<file path="config.mk">
export PLATFORM = sky130hd
export DESIGN_NAME = hex_display_sequencer
export DESIGN_NICKNAME = d
export VERILOG_FILES = /design/src/rtl/hex_display_pkg.sv /design/src/rtl/hex_display_sequencer_hex7seg.sv /design/src/rtl/hex_display_sequencer.sv
export SDC_FILE = /design/constraint.sdc
export NUM_CORES = 1
export LEC_CHECK = 0
export CAP_MARGIN = 5
export CORE_ASPECT_RATIO = 1.1
export CORE_UTILIZATION = 40
export CTS_BUF_LIST = sky130_fd_sc_hd__clkbuf_16
export CTS_CLUSTER_SIZE = 16
export DETAILED_ROUTE_END_ITERATION = 8
export DONT_BUFFER_PORTS = 1
export PLACE_DENSITY = 0.63
export SLEW_MARGIN = 5
export SYNTH_ARGS = -nofsm -noshare
export SYNTH_HDL_FRONTEND = slang
export SYNTH_SLANG_ARGS = --single-unit
</file>
<file path="constraint.sdc">
create_clock -name clk -period 2.2 [get_ports clk]
set_input_delay 0.44 -clock clk [delete_from_list [all_inputs] [get_ports clk]]
set_output_delay 0.44 -clock clk [all_outputs]
set_load 0.01 [all_outputs]
</file>
<file path="src/rtl/hex_display_pkg.sv">
`default_nettype none
// ============================================================================
// Module   : hex_display_pkg
// Purpose  : Shared constants, FSM state type and slice helper for the
//            hex display sequencer.
// Revision : 1.0  initial release
// ============================================================================
package hex_display_pkg;

  localparam logic [6:0] SEG_BLANK = 7'h7F;

  typedef enum logic [0:0] {
    IDLE = 1'b0,
    SCAN = 1'b1
  } state_e;

  function automatic int unsigned seg_slice(input int unsigned i);
    return 7 * i;
  endfunction

endpackage
`default_nettype wire

</file>
<file path="src/rtl/hex_display_sequencer_hex7seg.sv">
`default_nettype none
// ============================================================================
// Module   : hex7seg
// Purpose  : Active-low nibble to 7-segment decoder, bit order {g,f,e,d,c,b,a}.
// Revision : 1.0  initial release
// ============================================================================
module hex7seg (
  input  logic [3:0] i_nibble,
  output logic [6:0] o_seg
);

  always_comb begin
    o_seg = 7'h7F;
    case (i_nibble)
      4'h0: o_seg = 7'h40;
      4'h1: o_seg = 7'h79;
      4'h2: o_seg = 7'h24;
      4'h3: o_seg = 7'h30;
      4'h4: o_seg = 7'h19;
      4'h5: o_seg = 7'h12;
      4'h6: o_seg = 7'h02;
      4'h7: o_seg = 7'h78;
      4'h8: o_seg = 7'h00;
      4'h9: o_seg = 7'h10;
      4'hA: o_seg = 7'h08;
      4'hB: o_seg = 7'h03;
      4'hC: o_seg = 7'h46;
      4'hD: o_seg = 7'h21;
      4'hE: o_seg = 7'h06;
      4'hF: o_seg = 7'h0E;
      default: o_seg = 7'h7F;
    endcase
  end

endmodule
`default_nettype wire

</file>
<file path="src/rtl/hex_display_sequencer.sv">
`default_nettype none
// ============================================================================
// Module   : hex_display_sequencer
// Purpose  : Scans a latched hex word onto NUM_DIGITS active-low 7-segment
//            displays, one digit per clock, through a single shared decoder.
//            Optional macro LZ_BLANK_EN enables leading-zero blanking.
// Revision : 1.0  initial release
// ============================================================================
module hex_display_sequencer
  import hex_display_pkg::*;
#(
  parameter int NUM_DIGITS = 4
) (
  input  logic                    clk,
  input  logic                    rst,
  input  logic                    load_valid,
  output logic                    load_ready,
  input  logic [4*NUM_DIGITS-1:0] value_in,
  input  logic                    blank_in,
  output logic [7*NUM_DIGITS-1:0] seg_out,
  output logic                    busy,
  output logic                    done
);

  localparam int IDX_W = (NUM_DIGITS > 1) ? $clog2(NUM_DIGITS) : 1;
  localparam logic [IDX_W-1:0] c_last_idx = IDX_W'(NUM_DIGITS - 1);

  state_e                    r_state;
  state_e                    w_state_nxt;
  logic [IDX_W-1:0]          r_idx;
  logic [4*NUM_DIGITS-1:0]   r_value;
  logic                      r_blank;
  logic                      r_done;
  logic [6:0]                r_seg [NUM_DIGITS];

  logic                      w_ready;
  logic                      w_busy;
  logic                      w_accept;
  logic                      w_last;
  logic                      w_lz_hit;
  logic [3:0]                w_nibble;
  logic [6:0]                w_dec;
  logic [6:0]                w_seg_wr;

  assign w_last   = (r_idx == c_last_idx);
  assign w_accept = load_valid & w_ready;

  always_comb begin
    w_state_nxt = r_state;
    w_ready     = 1'b0;
    w_busy      = 1'b0;
    case (r_state)
      IDLE: begin
        w_ready = ~rst;
        if (w_accept) w_state_nxt = SCAN;
      end
      SCAN: begin
        w_busy = 1'b1;
        if (w_last) w_state_nxt = IDLE;
      end
      default: w_state_nxt = IDLE;
    endcase
  end

  assign w_nibble = r_value[{r_idx, 2'b00} +: 4];

  hex7seg u_hex7seg (
    .i_nibble (w_nibble),
    .o_seg    (w_dec)
  );

`ifdef LZ_BLANK_EN
  // Mask bit i set when nibble i and everything above it are zero; digit 0 never masked.
  logic [NUM_DIGITS-1:0] w_lz_mask;
  logic [NUM_DIGITS-1:0] r_lz_mask;
  logic                  w_zero_above;

  always_comb begin
    w_lz_mask    = '0;
    w_zero_above = 1'b1;
    for (int i = NUM_DIGITS - 1; i > 0; i--) begin
      w_zero_above = w_zero_above & (value_in[4*i +: 4] == 4'h0);
      w_lz_mask[i] = w_zero_above;
    end
  end

  always_ff @(posedge clk) begin
    if (rst) begin
      r_lz_mask <= '0;
    end else if (w_accept) begin
      r_lz_mask <= w_lz_mask;
    end
  end

  assign w_lz_hit = r_lz_mask[r_idx];
`else
  assign w_lz_hit = 1'b0;
`endif

  assign w_seg_wr = (r_blank || w_lz_hit) ? SEG_BLANK : w_dec;

  always_ff @(posedge clk) begin
    if (rst) begin
      r_state <= IDLE;
      r_idx   <= '0;
      r_value <= '0;
      r_blank <= 1'b0;
      r_done  <= 1'b0;
      for (int i = 0; i < NUM_DIGITS; i++) begin
        r_seg[i] <= SEG_BLANK;
      end
    end else begin
      r_state <= w_state_nxt;
      r_done  <= (r_state == SCAN) && w_last;
      if (w_accept) begin
        r_value <= value_in;
        r_blank <= blank_in;
        r_idx   <= '0;
      end
      if (r_state == SCAN) begin
        r_seg[r_idx] <= w_seg_wr;
        r_idx        <= w_last ? '0 : r_idx + 1'b1;
      end
    end
  end

  for (genvar g = 0; g < NUM_DIGITS; g++) begin : g_pack
    assign seg_out[seg_slice(g) +: 7] = r_seg[g];
  end

  assign load_ready = w_ready;
  assign busy       = w_busy;
  assign done       = r_done;

endmodule
`default_nettype wire

</file>
==> results.md, run 1 <==
Final layout:
- Summing all multi-input logic gate instances after layout gives 957.2 um^2.
- The layout cell share with drive strength beyond 1 is 0.1898.
- The count of nets after finishing is 242.
- The antenna diode count is 0.
- Across the whole layout, storage elements account for 0.001262 mm^2.
- The signed area change from the synthesized netlist to the final layout is 11.82%.
- Leaving out filler cells and counting taps, the final layout contains 291.
- The filler cell count is 511.

GRT:
- Entering global routing, the biggest net connects 35 pins.
- The number of antenna violations at the first check in global routing is 0.
- The first-pass GRT wire length is 6.934 mm.
- The overall track demand over capacity in global routing is 0.1554.
- The number of global-route vias before repair came to 1,395.
- The global route total overflow is 0.

Logic synthesis:
- The total number of yosys warnings is 0.
- The synthesized design spends more area on one cell type than any other, namely sky130_fd_sc_hd__edfxtp_1.
- The most frequently used flop master after synthesis is sky130_fd_sc_hd__edfxtp_1.
- The synthesized area per cell is 10.84 um^2.
- The most used standard cell by instance count after synthesis is sky130_fd_sc_hd__nand2_1.
- The synthesized netlist occupies a cell area of 0.002287 mm^2.
- The share of the Yosys chip area taken by registers is 0.5514.
- By area the synthesized netlist is led by sky130_fd_sc_hd__edfxtp_1 37%, sky130_fd_sc_hd__dfxtp_1 18%, sky130_fd_sc_hd__nand2_1 7.4%, sky130_fd_sc_hd__nand2b_1 5.2%, sky130_fd_sc_hd__o21ai_0 5.0%.
- The number of flops mapped to enable cells by yosys is 28.
- Counting every instance in the synthesized netlist gives 211.
- The number of nets in the synthesized netlist is 238.
- Sorting the synthesized cells by how often they occur yields 45 x sky130_fd_sc_hd__nand2_1, 28 x sky130_fd_sc_hd__edfxtp_1, 23 x sky130_fd_sc_hd__o21ai_0, 21 x sky130_fd_sc_hd__dfxtp_1, 19 x sky130_fd_sc_hd__nand2b_1.
- The fraction of synthesized cell area taken by the top area cell type is 0.3676.
- The synthesized design contains 49 register bits.
- After synthesis, the netlist uses 36 different library cells.
- The fraction of synthesis flops using an asynchronous set or reset pin is 0.

Floorplanning:
- 51 I/O pins were placed.
- The placeable core region is 0.005430 mm^2.
- The floorplan step set the die height to 81.31 um.
- The width of the die is 74.10 um.
- The floorplan has 28 rows.
- The initial cell density of the core is 0.4212.
- The die covers 0.006025 mm^2.

STA:
- The final count of pins violating max slew was 0.
- The share of the clock period used by the worst path after layout is 0.9465.
- At the pin with the least slew margin, the transition time is 455.8 ps.
- Derived from the worst setup path, the maximum achievable clock frequency is 480.3 MHz.
- Headroom to the max-slew limit came out at 0.6913.
- The total setup violations reported at the end of the flow is 0.
- The clock skew is 6.909 ps.
- For the finished layout, the period the worst path requires is 2082 ps.
- The hold violation total from the final report is 0.

Clock network:
- Clock tree synthesis selected as its root buffer the cell sky130_fd_sc_hd__clkbuf_16.
- The number of sinks on the clock net is 49.
- The clock slew at the register clock pins of the worst setup and hold paths is 70 ps.
- The clock latency on the worst-skew pair is 290 ps.
- The clock tree synthesis step divided the H-tree into 2 levels.
- The total clock buffers created by CTS is 5.
- Counting along the longest clock path gives a buffer depth of 2.
- TritonCTS built the clock tree.

Routing:
- The number of antenna-violating nets in the routed design is 0.
- Wires add up to 4.181 mm.
- The detailed-router iteration count before antenna repair is 4.
- The average detailed-routed wire length per instance is 14.37 um.
- The first routing iteration left 78 violations.
- The number of vias after detailed routing is 1,456.
- Using the TritonRoute via totals, the vias-per-cell ratio works out to 5.003.
- The count of unresolved DRC violations after routing is 0.

Setup path:
- The worst-path maximum fanout is 12.
- The number of stages on the worst setup path is 4.
- The register-to-register setup slack is 120 ps.
- The startpoint identified for the worst register-to-register timing path is r_idx[0]$_SDFFE_PP0P_.
- For the worst flop-to-flop path, the logic depth is 4.
- The number of buffers and inverters on the critical path is 0.
- The arrival time at the worst endpoint is 2110 ps.
- Following the worst setup path forward leads to its endpoint at r_seg[1][6]$_SDFFCE_PN1P_.
- The launching instance or port of the critical path is r_idx[0]$_SDFFE_PP0P_.
- The cell family with the largest share of critical-path delay is multiplexers.
- In this run the critical register-to-register path is captured at r_seg[1][6]$_SDFFCE_PN1P_.
- Traced cell by cell, the critical path runs through mux4_2 -> mux2_4 -> a22oi_2 -> nand2_1.
- The path type of the worst setup path is reg -> reg.
- Among all stages on the critical path, the largest delay is contributed by sky130_fd_sc_hd__mux4_2.
- The delay of the slowest critical-path stage is 690 ps.
- The type of origin of the critical path is a register.
- The required arrival time at the worst endpoint is 2230 ps.
- STA classifies the critical path endpoint as a register.

Power and ir drop:
- The design draws 0.002058 W.
- The power density over the cells is 804.6 mW/mm^2.
- The worst-case IR drop observed on VDD is 0.4312 mV.
- The leakage component of the power is 0.8056 nW.

Placed design:
- The number of placed instances, taps included, is 283.
- The final estimated routing congestion in global placement is 0.7626.
- The number of buffers inserted by port buffering is 0.
- The HPWL after detailed placement is 2.999 mm.

Flow run:
- The max-cap violation count is 0.

Min path:
- In this run the most critical hold path is launched from rst.
- The tightest min-delay check is of the in -> reg type.
- The count of cells along the worst hold path is 1.

Status:
- The run finished with clean final reports.
## logic make-up after synthesis
kind of cell               count (synthesis)  share of synthesized area
AOI/OAI and AO/OA                         37                    0.09628
xor gates and xnor gates                   2                   0.007660
adders and majority gates                  7                    0.03829
buffers and inverters                     18                    0.03720
DFF                                       49                     0.5514
muxes                                     15                    0.09683
and+or+nand+nor                           83                     0.1723
## area by class of cell
type / count / area share
Clock buffer: 5 / 0.04892
Clock inverter: 3 / 0.008317
Inverter: 4 / 0.005871
Multi-Input combinational cell: 144 / 0.3743
Sequential cell: 49 / 0.4936
Tap cell: 75 / 0.03669
Timing Repair Buffer: 11 / 0.03229
## where the power goes
group	internal [W]	switching [W]	total [W]	leakage, nW
sequential	0.00101	0.0000312	0.00104	0.378
combinational	0.000115	0.000142	0.000257	0.361
clock	0.000422	0.000335	0.000757	0.0664
total	0.00155	0.000508	0.00206	0.806
## placed cells by master (no fill, tap or decap), types with 2 or more instances in the layout
cell type,instances
sky130_fd_sc_hd__clkbuf_16,5
sky130_fd_sc_hd__mux2_2,5
sky130_fd_sc_hd__inv_1,4
sky130_fd_sc_hd__o21ai_1,3
sky130_fd_sc_hd__a31o_2,2
sky130_fd_sc_hd__a21oi_1,4
sky130_fd_sc_hd__dfxtp_1,20
sky130_fd_sc_hd__nand2_1,45
sky130_fd_sc_hd__mux2_4,3
sky130_fd_sc_hd__mux4_2,4
sky130_fd_sc_hd__ha_1,6
sky130_fd_sc_hd__buf_4,11
sky130_fd_sc_hd__xnor2_1,2
sky130_fd_sc_hd__o21ai_0,21
sky130_fd_sc_hd__edfxtp_1,28
sky130_fd_sc_hd__nor2_1,8
sky130_fd_sc_hd__mux2i_1,2
sky130_fd_sc_hd__nand2b_1,19
sky130_fd_sc_hd__nor3_1,2
## worst min path at each step
stage	slack [ps]	end
after global placement	470	r_value[4]$_SDFFE_PP0P_
after CTS	200	r_state$_SDFF_PP0_
after global routing	200	r_state$_SDFF_PP0_
after detailed placement	460	r_value[4]$_SDFFE_PP0P_
final	210	r_state$_SDFF_PP0_
after floorplan	450	r_value[12]$_SDFFE_PP0P_
## per-stage QoR
step | TNS (ps) | setup WS, ps | util | hold WS [ps] | cell area (um^2)
global placement | 0 | 65.77 | 0.4426 | 465.4 | 2404
detailed placement | -41.00 | -41.00 | 0.4426 | 464.6 | 2404
CTS | 0 | 18.17 | 0.4700 | 205.0 | 2552
finish | 0 | 117.8 | 0.4710 | 209.2 | 2557
global route | -24.46 | -13.51 | 0.4710 | 201.4 | 2557
floorplan | 0 | 11.93 | - | 446.1 | 2297
## worst reg2reg max path: cells and delay by family (launching register included)
kind | cells | cell delay, ps
compound gates | 1 | 260
flops | 1 | 420
mux | 2 | 1040
simple gates | 1 | 100
## flip-flops by register name (all words and copies together), names as in the netlist
register  cells
done          1
r_blank       1
r_idx         2
r_seg        28
r_state       1
r_value      16
## layer usage
layer,vias to the layer above,part of all wire,track usage
li1,740,-,-
met1,660,0.46,0.1949
met2,49,0.47,0.2527
met3,7,0.055,0.04342
met4,0,0.014,0.05769
met5,-,0,0
## timing repair
| action | CTS | global route |
|---|---|---|
| gates resized for setup | 1 | 4 |
| hold buffers | 0 | 0 |
| setup endpoints to repair | 2 | 17 |
| gates cloned | 0 | 0 |
| buffers inserted | 0 | 0 |
(Power assumes the default switching activity.)
==> run 2, diff against run 1 <==
--- a/config.mk
+++ b/config.mk
@@ -6,7 +6,7 @@
 export NUM_CORES = 1
 export LEC_CHECK = 0
 export CAP_MARGIN = 5
-export CORE_ASPECT_RATIO = 1.1
+export CORE_ASPECT_RATIO = 1.4
 export CORE_UTILIZATION = 40
 export CTS_BUF_LIST = sky130_fd_sc_hd__clkbuf_16
 export CTS_CLUSTER_SIZE = 16
==> constraint.sdc (replaced) <==
create_clock -name clk -period 2.2 [get_ports clk]
set_input_delay 0.33 -clock clk [delete_from_list [all_inputs] [get_ports clk]]
set_output_delay 0.33 -clock clk [all_outputs]
set_load 0.01 [all_outputs]
==> results.md, run 2 (synthesis results as in run 1) <==
STA:
- The worst setup slack after layout is 96.02 ps (-21.76 ps).
- The final count of pins violating max slew is 0 (unchanged).
- The share of the clock period used by the worst path after layout came to 0.9564 (+0.009889).
- The total setup violations reported at the end of the flow is 0 (unchanged).
- The clock skew is 3.509 ps (-3.400 ps).
- The maximum operating frequency is 475.3 MHz (-1.0%).
- The final total negative setup slack is 0 ps (unchanged).
- The headroom to the max-slew limit is 0.6161 (-0.07527).
- The actual transition at the worst max-transition pin is 573.4 ps (+117.6 ps).
- The hold violation total from the final report is 0 (unchanged).
- The final period demand of the worst path is 2104 ps (+21.76 ps).

Final layout:
- The number of flip-flops under the largest register name is 28 (unchanged).
- Ranked by flip-flop count, first place goes to r_seg.
- The antenna diode count was 0 (unchanged).
- In the layout the commonest cells are 45 x sky130_fd_sc_hd__nand2_1, 28 x sky130_fd_sc_hd__edfxtp_1, 23 x sky130_fd_sc_hd__o21ai_0.
- The footprint of the flip-flops and latches came to 0.001264 mm^2 (about the same).
- The design area is 0.002594 mm^2 (+1.4%).
- The count of nets after finishing is 243 (+0.41%).
- The area growth from synthesis to layout is 13.40%.
- The filler cell count is 524 (+2.5%).
- The layout cell share with drive strength beyond 1 was 0.2028 (+0.01295).
- The area occupied by multi-input gates is 0.001005 mm^2 (+5.0%).
- In the final layout, the registers with the most flip-flops are r_seg (28), r_value (16), r_idx (2).
- The most common cell after layout, fill and taps aside is sky130_fd_sc_hd__nand2_1.
- The final core area utilization is 0.4694 (-0.001539).

Floorplanning:
- The initial cell density of the core is 0.4139 (-0.007249).
- The area of the die is 0.006029 mm^2 (about the same).
- The die extent in y is 91.47 um (+12%).
- The placeable core region came to 0.005525 mm^2 (+1.8%).
- The floorplan row count was 32 (+14%).
- The number of top-level design ports is 51 (unchanged).
- The width of the die is 65.91 um (-11%).

GRT:
- The number of antenna violations at the first check in global routing came to 0 (unchanged).
- The first-pass GRT wire length was 7.162 mm (+3.3%).
- The number of global-route vias before repair is 1,450 (+3.9%).
- The overall track demand over capacity in global routing is 0.1581 (+0.002710).
- The pin count of the biggest net entering global routing was 35 (unchanged).
- The global route total overflow came to 0 (unchanged).

Clock network:
- The clock latency on the worst-skew pair is 280 ps (about the same).
- TritonCTS built the clock tree.
- The total clock buffers created by CTS is 5 (unchanged).
- The number of sinks on the clock net is 49 (unchanged).
- The maximum count of clock buffers along a single path was 2 (unchanged).
- The root buffer cell chosen for the clock tree is sky130_fd_sc_hd__clkbuf_16.
- The clock slew at the register clock pins of the worst setup and hold paths is 60 ps (about the same).
- The number of H-tree levels is 2 (unchanged).
- The hold buffer count at cts came to 0 (unchanged).

Flow run:
- The max-cap violation count is 0 (unchanged).

Routing:
- The routed length on met2 is 2.270 mm (+15%).
- The detailed-router iteration count before antenna repair came to 4 (unchanged).
- The count of unresolved DRC violations after routing is 0 (unchanged).
- The number of antenna-violating nets in the routed design is 0 (unchanged).
- The met1 wire length is 1.966 mm (+2.1%).
- After detailed routing, no signal wire sits above met4.
- The detailed router's first-iteration violation count is 125 (+60%).
- The number of vias after detailed routing was 1,509 (+3.6%).
- The total wirelength of the detailed-routed design is 4.508 mm (+7.8%).
- The average detailed-routed wire length per instance came to 15.82 um (+10%).
- The number of vias per cell after detailed routing was 5.295 (+5.8%).
- The met3 routed wirelength is 187 um (-19%).

Setup path:
- The count of buffer and inverter cells on the critical path is 0 (unchanged).
- The delay of the slowest critical-path stage was 590 ps (-100 ps).
- The worst setup path is launched from a register.
- The number of stages on the worst setup path is 5 (+1).
- The worst reg-to-reg path cell count was 5 (+1).
- The register-to-register setup slack was 100 ps (-20 ps).
- The critical path's slowest cell is sky130_fd_sc_hd__mux4_2.
- Following the worst setup path forward leads to its endpoint at r_seg[0][6]$_SDFFCE_PN1P_.
- The capturing point of the worst reg2reg path is r_seg[0][6]$_SDFFCE_PN1P_.
- Walking the worst path, the cells encountered are mux4_2 -> ha_1 -> mux2_4 -> a22oi_2 -> nand2_1.
- The arrival time at the worst endpoint is 2120 ps (about the same).
- The worst register-to-register path begins at r_idx[1]$_SDFFE_PP0P_.
- The cell family with the largest share of critical-path delay is multiplexers.
- The worst-path maximum fanout is 5 (-7).
- The most critical setup path has its startpoint at r_idx[1]$_SDFFE_PP0P_.
- The worst setup path is of the reg -> reg kind.
- The required arrival time at the worst endpoint is 2220 ps (about the same).
- The worst setup path is captured at a register.

Min path:
- The type of the worst min-delay path is in -> reg.

Power and ir drop:
- The peak ir drop on the vdd network is 0.5431 mV (+26%).
- The power density over the cells came to 789.9 mW/mm^2 (-1.8%).
- The leakage component of the power was 0.8203 nW (+1.8%).

Status:
- The run finished with clean final reports.

Placed design:
- The placed cell area is 0.002387 mm^2 (-0.68%).
- The number of buffers inserted by port buffering is 0 (unchanged).
- The HPWL after detailed placement is 3.190 mm (+6.4%).
- The final estimated routing congestion in global placement came to 0.7690 (+0.84%).
- The setup slack after placement came to -40.57 ps (+0.4279 ps).
==> run 2: changes by cell type in the layout (fill, tap and decap cells not counted), sizes merged <==
cell	before	now
clkinv	0	1
inv	5	4
mux4	4	5
==> run 2: final cells by class <==
cell class              count  area share
clock buffers               5     0.04824
clock inverters             3    0.006753
inverters                   4    0.005789
multi-input cells         145      0.3874
flip-flops and latches     49      0.4872
well taps                  68     0.03280
repair buffers             11     0.03184
==> run 2: per-stage QoR <==
stage | total power [W] | cells | hold WS [ps]
2_1_floorplan | 0.001258 | 211 | 438.6
3_3_place_gp | 0.001314 | 275 | 404.5
3_5_place_dp | 0.001320 | 275 | 404.7
4_1_cts | 0.002045 | 283 | 104.4
5_1_grt | 0.002138 | 285 | 98.37
6_report | 0.002049 | 285 | 108.1
==> run 2: per-layer routing <==
layer	GRT usage	vias to the layer above
li1	-	744
met1	0.1926	702
met2	0.2602	55
met3	0.03769	8
met4	0.06703	0
met5	0	-
==> run 2: worst min-delay path by stage <==
stage,startpoint,to,depth (start not counted)
2_1_floorplan,blank_in,r_blank$_SDFFE_PP0P_,2
3_3_place_gp,rst,r_state$_SDFF_PP0_,1
3_5_place_dp,rst,r_state$_SDFF_PP0_,1
4_1_cts,rst,r_state$_SDFF_PP0_,1
5_1_grt,rst,r_idx[0]$_SDFFE_PP0P_,1
6_report,rst,r_state$_SDFF_PP0_,1
==> run 2: worst reg2reg max path, delay by kind of cell, from the launching register on <==
| family | cells | cell delay (ps) |
|---|---|---|
| DFF | 1 | 360 |
| muxes | 2 | 870 |
| adders and majority gates | 1 | 250 |
| AOI/OAI and AO/OA | 1 | 260 |
| and+or+nand+nor | 1 | 110 |
==> run 2: power by group <==
group          switching [W]  total (W)  internal [W]
combinational       0.000149   0.000272      0.000124
clock               0.000312   0.000727      0.000416
sequential         0.0000357    0.00105       0.00101
total               0.000496    0.00205       0.00155
==> run 2: repair_timing <==
action | CTS | global route
gates cloned | 0 | 1
resized for setup | 1 | 7
setup endpoints to repair | 6 | 21
buffers inserted | 0 | 1
==> run 3, diff against run 2 <==
--- a/config.mk
+++ b/config.mk
@@ -12,6 +12,7 @@
 export CTS_CLUSTER_SIZE = 16
 export DETAILED_ROUTE_END_ITERATION = 8
 export DONT_BUFFER_PORTS = 1
+export GPL_ROUTABILITY_DRIVEN = 0
 export PLACE_DENSITY = 0.63
 export SLEW_MARGIN = 5
 export SYNTH_ARGS = -nofsm -noshare
==> results of run 3 <==
Same layout as run 2: the final DEF is identical, and so are final timing and power.
